===== src/rtl/match_frame_counter.sv =====
// Counts detector match pulses over frames of FRAME_LEN enabled bit-times and
// reports each frame's count through a one-entry valid/ready output register.
module match_frame_counter #(
  parameter int FRAME_LEN = 16,
  parameter int CNT_W     = 5
) (
  input  logic             clk_i,
  input  logic             rst_i,
  input  logic             en_i,
  input  logic             det_i,
  input  logic             cnt_ready_i,
  output logic             cnt_valid_o,
  output logic [CNT_W-1:0] cnt_data_o,
  output logic             cnt_sat_o,
  output logic             frame_lost_o
);

  localparam int PW = (FRAME_LEN > 1) ? $clog2(FRAME_LEN) : 1;
  localparam logic [PW-1:0] LAST = PW'(FRAME_LEN - 1);

  typedef enum logic {EMPTY = 1'b0, FULL = 1'b1} state_t;

  state_t             state_q, state_d;
  logic [PW-1:0]      pos_q, pos_d;
  logic [CNT_W-1:0]   acc_q, acc_d;
  logic               acc_sat_q, acc_sat_d;
  logic [CNT_W-1:0]   data_q, data_d;
  logic               sat_q, sat_d;
  logic               lost_q, lost_d;

  logic               frame_end;
  logic               inc;
  logic               acc_full;
  logic [CNT_W-1:0]   sum_val;
  logic               sum_sat;

  assign frame_end = en_i && (pos_q == LAST);
  assign inc       = en_i && det_i;
  assign acc_full  = &acc_q;
  // Shared by mid-frame accumulation and the frame-end final value.
  assign sum_val   = (inc && !acc_full) ? acc_q + CNT_W'(1) : acc_q;
  assign sum_sat   = acc_sat_q | (inc & acc_full);

  always_comb begin
    pos_d     = pos_q;
    acc_d     = acc_q;
    acc_sat_d = acc_sat_q;
    if (en_i) begin
      if (frame_end) begin
        pos_d     = '0;
        acc_d     = '0;
        acc_sat_d = 1'b0;
      end else begin
        pos_d     = pos_q + PW'(1);
        acc_d     = sum_val;
        acc_sat_d = sum_sat;
      end
    end
  end

  always_comb begin
    state_d = state_q;
    data_d  = data_q;
    sat_d   = sat_q;
    lost_d  = 1'b0;
    case (state_q)
      EMPTY: begin
        if (frame_end) begin
          data_d  = sum_val;
          sat_d   = sum_sat;
          state_d = FULL;
        end
      end
      FULL: begin
        if (frame_end) begin
          if (cnt_ready_i) begin
            data_d = sum_val;
            sat_d  = sum_sat;
          end else begin
            lost_d = 1'b1;
          end
        end else if (cnt_ready_i) begin
          state_d = EMPTY;
        end
      end
      default: state_d = EMPTY;
    endcase
  end

  always_ff @(posedge clk_i or posedge rst_i) begin
    if (rst_i) begin
      state_q   <= EMPTY;
      pos_q     <= '0;
      acc_q     <= '0;
      acc_sat_q <= 1'b0;
      data_q    <= '0;
      sat_q     <= 1'b0;
      lost_q    <= 1'b0;
    end else begin
      state_q   <= state_d;
      pos_q     <= pos_d;
      acc_q     <= acc_d;
      acc_sat_q <= acc_sat_d;
      data_q    <= data_d;
      sat_q     <= sat_d;
      lost_q    <= lost_d;
    end
  end

  assign cnt_valid_o  = (state_q == FULL);
  assign cnt_data_o   = data_q;
  assign cnt_sat_o    = sat_q;
  assign frame_lost_o = lost_q;

endmodule

===== config.mk =====
export PLATFORM = sky130hd
export DESIGN_NAME = match_frame_counter
export DESIGN_NICKNAME = d
export VERILOG_FILES = /design/src/rtl/match_frame_counter.sv
export SDC_FILE = /design/constraint.sdc
export NUM_CORES = 1
export LEC_CHECK = 0
export ABC_AREA = 0
export CORE_ASPECT_RATIO = 0.7
export CORE_UTILIZATION = 40
export CTS_BUF_LIST = sky130_fd_sc_hd__clkbuf_4
export CTS_CLUSTER_SIZE = 28
export DETAILED_ROUTE_END_ITERATION = 12
export HOLD_SLACK_MARGIN = 0.02
export PLACE_DENSITY_LB_ADDON = 0.3
export REMOVE_ABC_BUFFERS = 1
export SYNTH_ARGS = -nofsm -noshare
export SYNTH_HDL_FRONTEND = slang
export SYNTH_SLANG_ARGS = --single-unit

===== constraint.sdc =====
create_clock -name clk_i -period 3 [get_ports clk_i]
set_input_delay 0.3 -clock clk_i [delete_from_list [all_inputs] [get_ports clk_i]]
set_output_delay 0.3 -clock clk_i [all_outputs]
set_load 0.01 [all_outputs]

Word level (Yosys, flattened, before mapping)

Cells that the tools add are included.

$add $sub $neg: 2
Eq/ne operators: 4
Multiplexer cells: 18
Bitwise gates (word level): 3
Reductions and logical operators: 6

Operator list:

| cell                  | count |
|---|---|
| $mux W5               | 5 |
| $pmux W5 S2           | 1 |
| $mux W1               | 9 |
| $add A5 B1 Y5 const B | 1 |
| $reduce_and A5 Y1     | 1 |
| $add A4 B1 Y4 const B | 1 |
| $eq A4 B4 Y1 const B  | 1 |
| $mux W4               | 1 |
| $ne A2 B2 Y1 const B  | 2 |
| $pmux W1 S2           | 2 |
| $logic_and A1 B1 Y1   | 3 |
| $reduce_and A3 Y1     | 1 |
| $ne A2 B1 Y1 const B  | 1 |
| $and A1 B1 Y1         | 1 |
| $logic_not A1 Y1      | 1 |
| $not A1 Y1            | 1 |
| $or A1 B1 Y1          | 1 |

Register bits after elaboration: 18
Input port bits: 5
Output and inout port bits: 8
Logic and storage cells: 40

Depth between registers and ports, before layout

Depth in word-level cells: 7
Mapped depth: 7
Mapped depth without buffers: 6

Worst setup path after synthesis

OpenSTA, ideal clock, no wires.

Path type: register to register
Start point: reg acc_q[0]
End point: reg acc_q[0]
Library setup time: 0.125 ns
Arrival time: 1.751 ns
Required time: 2.875 ns
Slack: 1.124 ns
Cell stages (with the launch flop): 8
Buffers on the path: 1
Period minus slack after synthesis: 1.876 ns
Cells stage by stage: dfrtp_1 ha_1 and3_1 ha_1 and3b_1 clkbuf_1 o21ai_1 mux2_2

Cells in the longest elaborated chain, start to end: 5
Elaborated cells between the ends (all ways): 6
Classes of those cells: add/sub (1); mux (2); reduce/logical (3)

RTL lines:

| what                                                  | RTL line | RTL |
|---|---|---|
| from (decl)                                           | 25       | `logic [CNT_W-1:0] acc_q, acc_d;` |
| from (signal assigned)                                | 94       | `acc_q <= '0;` |
| from (signal assigned)                                | 102      | `acc_q <= acc_d;` |
| branches (longest 3 deep; another with $add A5 B1 Y5) | -        |  |
| $mux W5 (*)                                           | 41       | `assign sum_val = (inc && !acc_full) ? acc_q + CNT_W'(1) : acc_q;` |
| $mux W5 (*)                                           | 49       | `if (frame_end) begin` |

Every way passes the cells marked *.
A chain may end at the register's enable or synchronous reset.

Worst setup path in the final report

Start point: reg acc_q[0]
End point: reg acc_q[3]

The elaborated chain is that of the path after synthesis.

==> results.toml <==
[layout]
stdcell_count = 123
nets = 102
fillers = 191
drive_gt1_share_pct = 11.83
area_growth_pct = 17.08
final_area_mm2 = 0.001055
num_antenna_cells = 0
post-route-util_pct = 53.15

[timing]
setup_viol = 0
relSlewSlack_pct = 55.33
whs_ns = 0.3924
finalSetupTns_ns = 0
fin_crit_sh_pct = 66.86
fin_ws_ns = 0.9941
rsz0062_at_grt = "no"
worst_slew_pin_slew_ns = 0.6693
max_freq_ghz = 0.4985
hold_viol = 0
fin_crit_ns = 2.006
slew_violations = 0
skew_ns = 0.009033

[setup_path]
critPathCaptureType = "flip-flop"
critical_path.max_fanout = 5
cpMostUsedCell = "ha_1"
crit_type = "reg2reg"
cp-start-kind = "flip-flop"
reg2reg_depth = 6
required_ns = 3.23
arrival_ns = 2.24
cp_cell_sequence = "ha_1 > and3_1 > ha_1 > nand3b_1 > or4_1 > nand3_1"
slowest_stage = "or4_1"
critical_path.max_stage_delay_ns = 0.57

[logic_synthesis]
async_flop_share_pct = 100.0
synth.top_cell.area_share_pct = 50.00
synth_area_um2 = 900.9
synthCells = 81
ys_top_cells_by_area = "dfrtp_1, a21oi_1, ha_1"
ys_types = 32
synth.most_common_cell = "dfrtp_1"
synthFlopType = "dfrtp_1"
syn_avg_cell_area_um2 = 11.12
synth-seq-area-share_pct = 50.00
synth.largest_area_cell = "dfrtp_1"
synthTopCellsByCount = "dfrtp_1, a21oi_1, nand3_1"
synth_edf_count = 0
ys_ff_latch = 18
synth-warning-count = 0

[global_route]
grt_pass1_wl_um = 2863
track_usage_pct = 15.82
top_usage_layer = "met1"
antenna_found_initial = 0
met2_usage_pct = 20.00
grt_overflow = 0
globalRouteMet3Util_pct = 6.854
grt_max_degree = 19
grt_pass1_vias = 596
met1_usage_pct = 24.70

[clock_tree]
tritoncts = "done"
cts_buffers = 3
cts_root_buf = "clkbuf_4"
clkTransAtPathRegs_ns = 0.11
clk_latency_ns = 0.29
ctsResizeCount = 0
clock_path_buffers = 2
post_cts_buffers = 0
clock_sinks = 18
htreeDepth = 1
ctsHoldBuffers = 0

[die]
core-area_mm2 = 0.001984
io_pins = 13
die_x_um = 58.72
rows = 13
dieArea_mm2 = 0.002449
die_y_um = 41.71
initial_utilization_pct = 45.40

[route]
routed_wirelength_um = 1583
num_vias = 685
drc = 0
firstDrtPassIters = 4
drt-initial-drc-count = 11
ant_nets = 0
wl_per_cell_um = 12.87
viasPerCell = 5.569

[place]
place_ws_ns = 0.9425
placed_cell_area_mm2 = 0.001028
dp.cells = 119
finalWeightedCongestion = 0.7108
port_buffers = 12
hpwl_um = 1188

[power_and_ir_drop]
powerDensity_mw_per_mm2 = 894.2
ir_drop_mv = 0.4824
leakage_nw = 0.4485
power_mw = 0.9432

[outcome]
outcome = "finished, final reports clean"

[worst_hold_path]
worst_hold_path_type = "in2async"

[job]
cap_viol_max_count = 0
-- worst max-delay path: cells and delay by family (launching register included) --
kind / cells / cell delay [ns]
and+or+nand+nor: 4 / 1.08
adders and majority gates: 2 / 0.44
DFF: 1 / 0.43
-- sequential cells by signal, summed over array words and instances (netlist names) --
name and cells:
acc_q 5, cnt_data_o 5, pos_q 4, acc_sat_q 1, cnt_sat_o 1, cnt_valid_o 1
frame_lost_o 1
-- final timing paths --
kind                                       startpoint  slack, ns                      to
max in group asynchronous                       rst_i       2.17    acc_q[0]$_DFFE_PP0P_
worst max register to register   acc_q[0]$_DFFE_PP0P_       0.99    acc_q[3]$_DFFE_PP0P_
worst max-delay path             acc_q[0]$_DFFE_PP0P_       0.99    acc_q[3]$_DFFE_PP0P_
worst min-delay path                            rst_i       0.39  frame_lost_o$_DFF_PP0_
worst min register to register  cnt_sat_o$_DFFE_PP0P_       0.53   cnt_sat_o$_DFFE_PP0P_
min in group clk_i              cnt_sat_o$_DFFE_PP0P_       0.53   cnt_sat_o$_DFFE_PP0P_
-- metal layers --
metal / vias up / share of wire (%)
li1: 325 / -
met1: 333 / 53
met2: 25 / 40
met3: 2 / 6.7
met4: 0 / 0.32
met5: - / 0
-- logic make-up after synthesis --
group	count (synthesis)	share of synthesized area [%]
adder cells (fa/ha/maj)	3	4.167
flip-flops	18	50.00
buffers and inverters	6	4.167
AO/OA/AOI/OAI	19	12.64
multiplexers	7	9.306
AND/OR/NAND/NOR	25	16.81
XOR/XNOR	3	2.917
-- where the power goes --
part / internal (mW) / total (mW) / switching [mW]
Combinational: 0.218 / 0.383 / 0.165
Sequential: 0.344 / 0.438 / 0.0940
Clock: 0.0484 / 0.123 / 0.0742
-- final cells by class --
type / instances / area [µm²] / share of cell area (%)
clock buffers: 3 / 22.52 / 2.135
inverters: 2 / 7.507 / 0.7117
multi-input cells: 57 / 412.9 / 39.15
well taps: 30 / 37.54 / 3.559
clock inverters: 1 / 3.754 / 0.3559
flip-flops and latches: 18 / 450.4 / 42.70
repair buffers: 12 / 120.1 / 11.39
-- placed cells by master (no fill, tap or decap), types with 4 or more instances in the layout --
cell type and count:
nand3_1 4, dfrtp_1 18, a21oi_1 8, clkdlybuf4s50_1 12
Note: power is estimated with default switching activity, not from simulation.
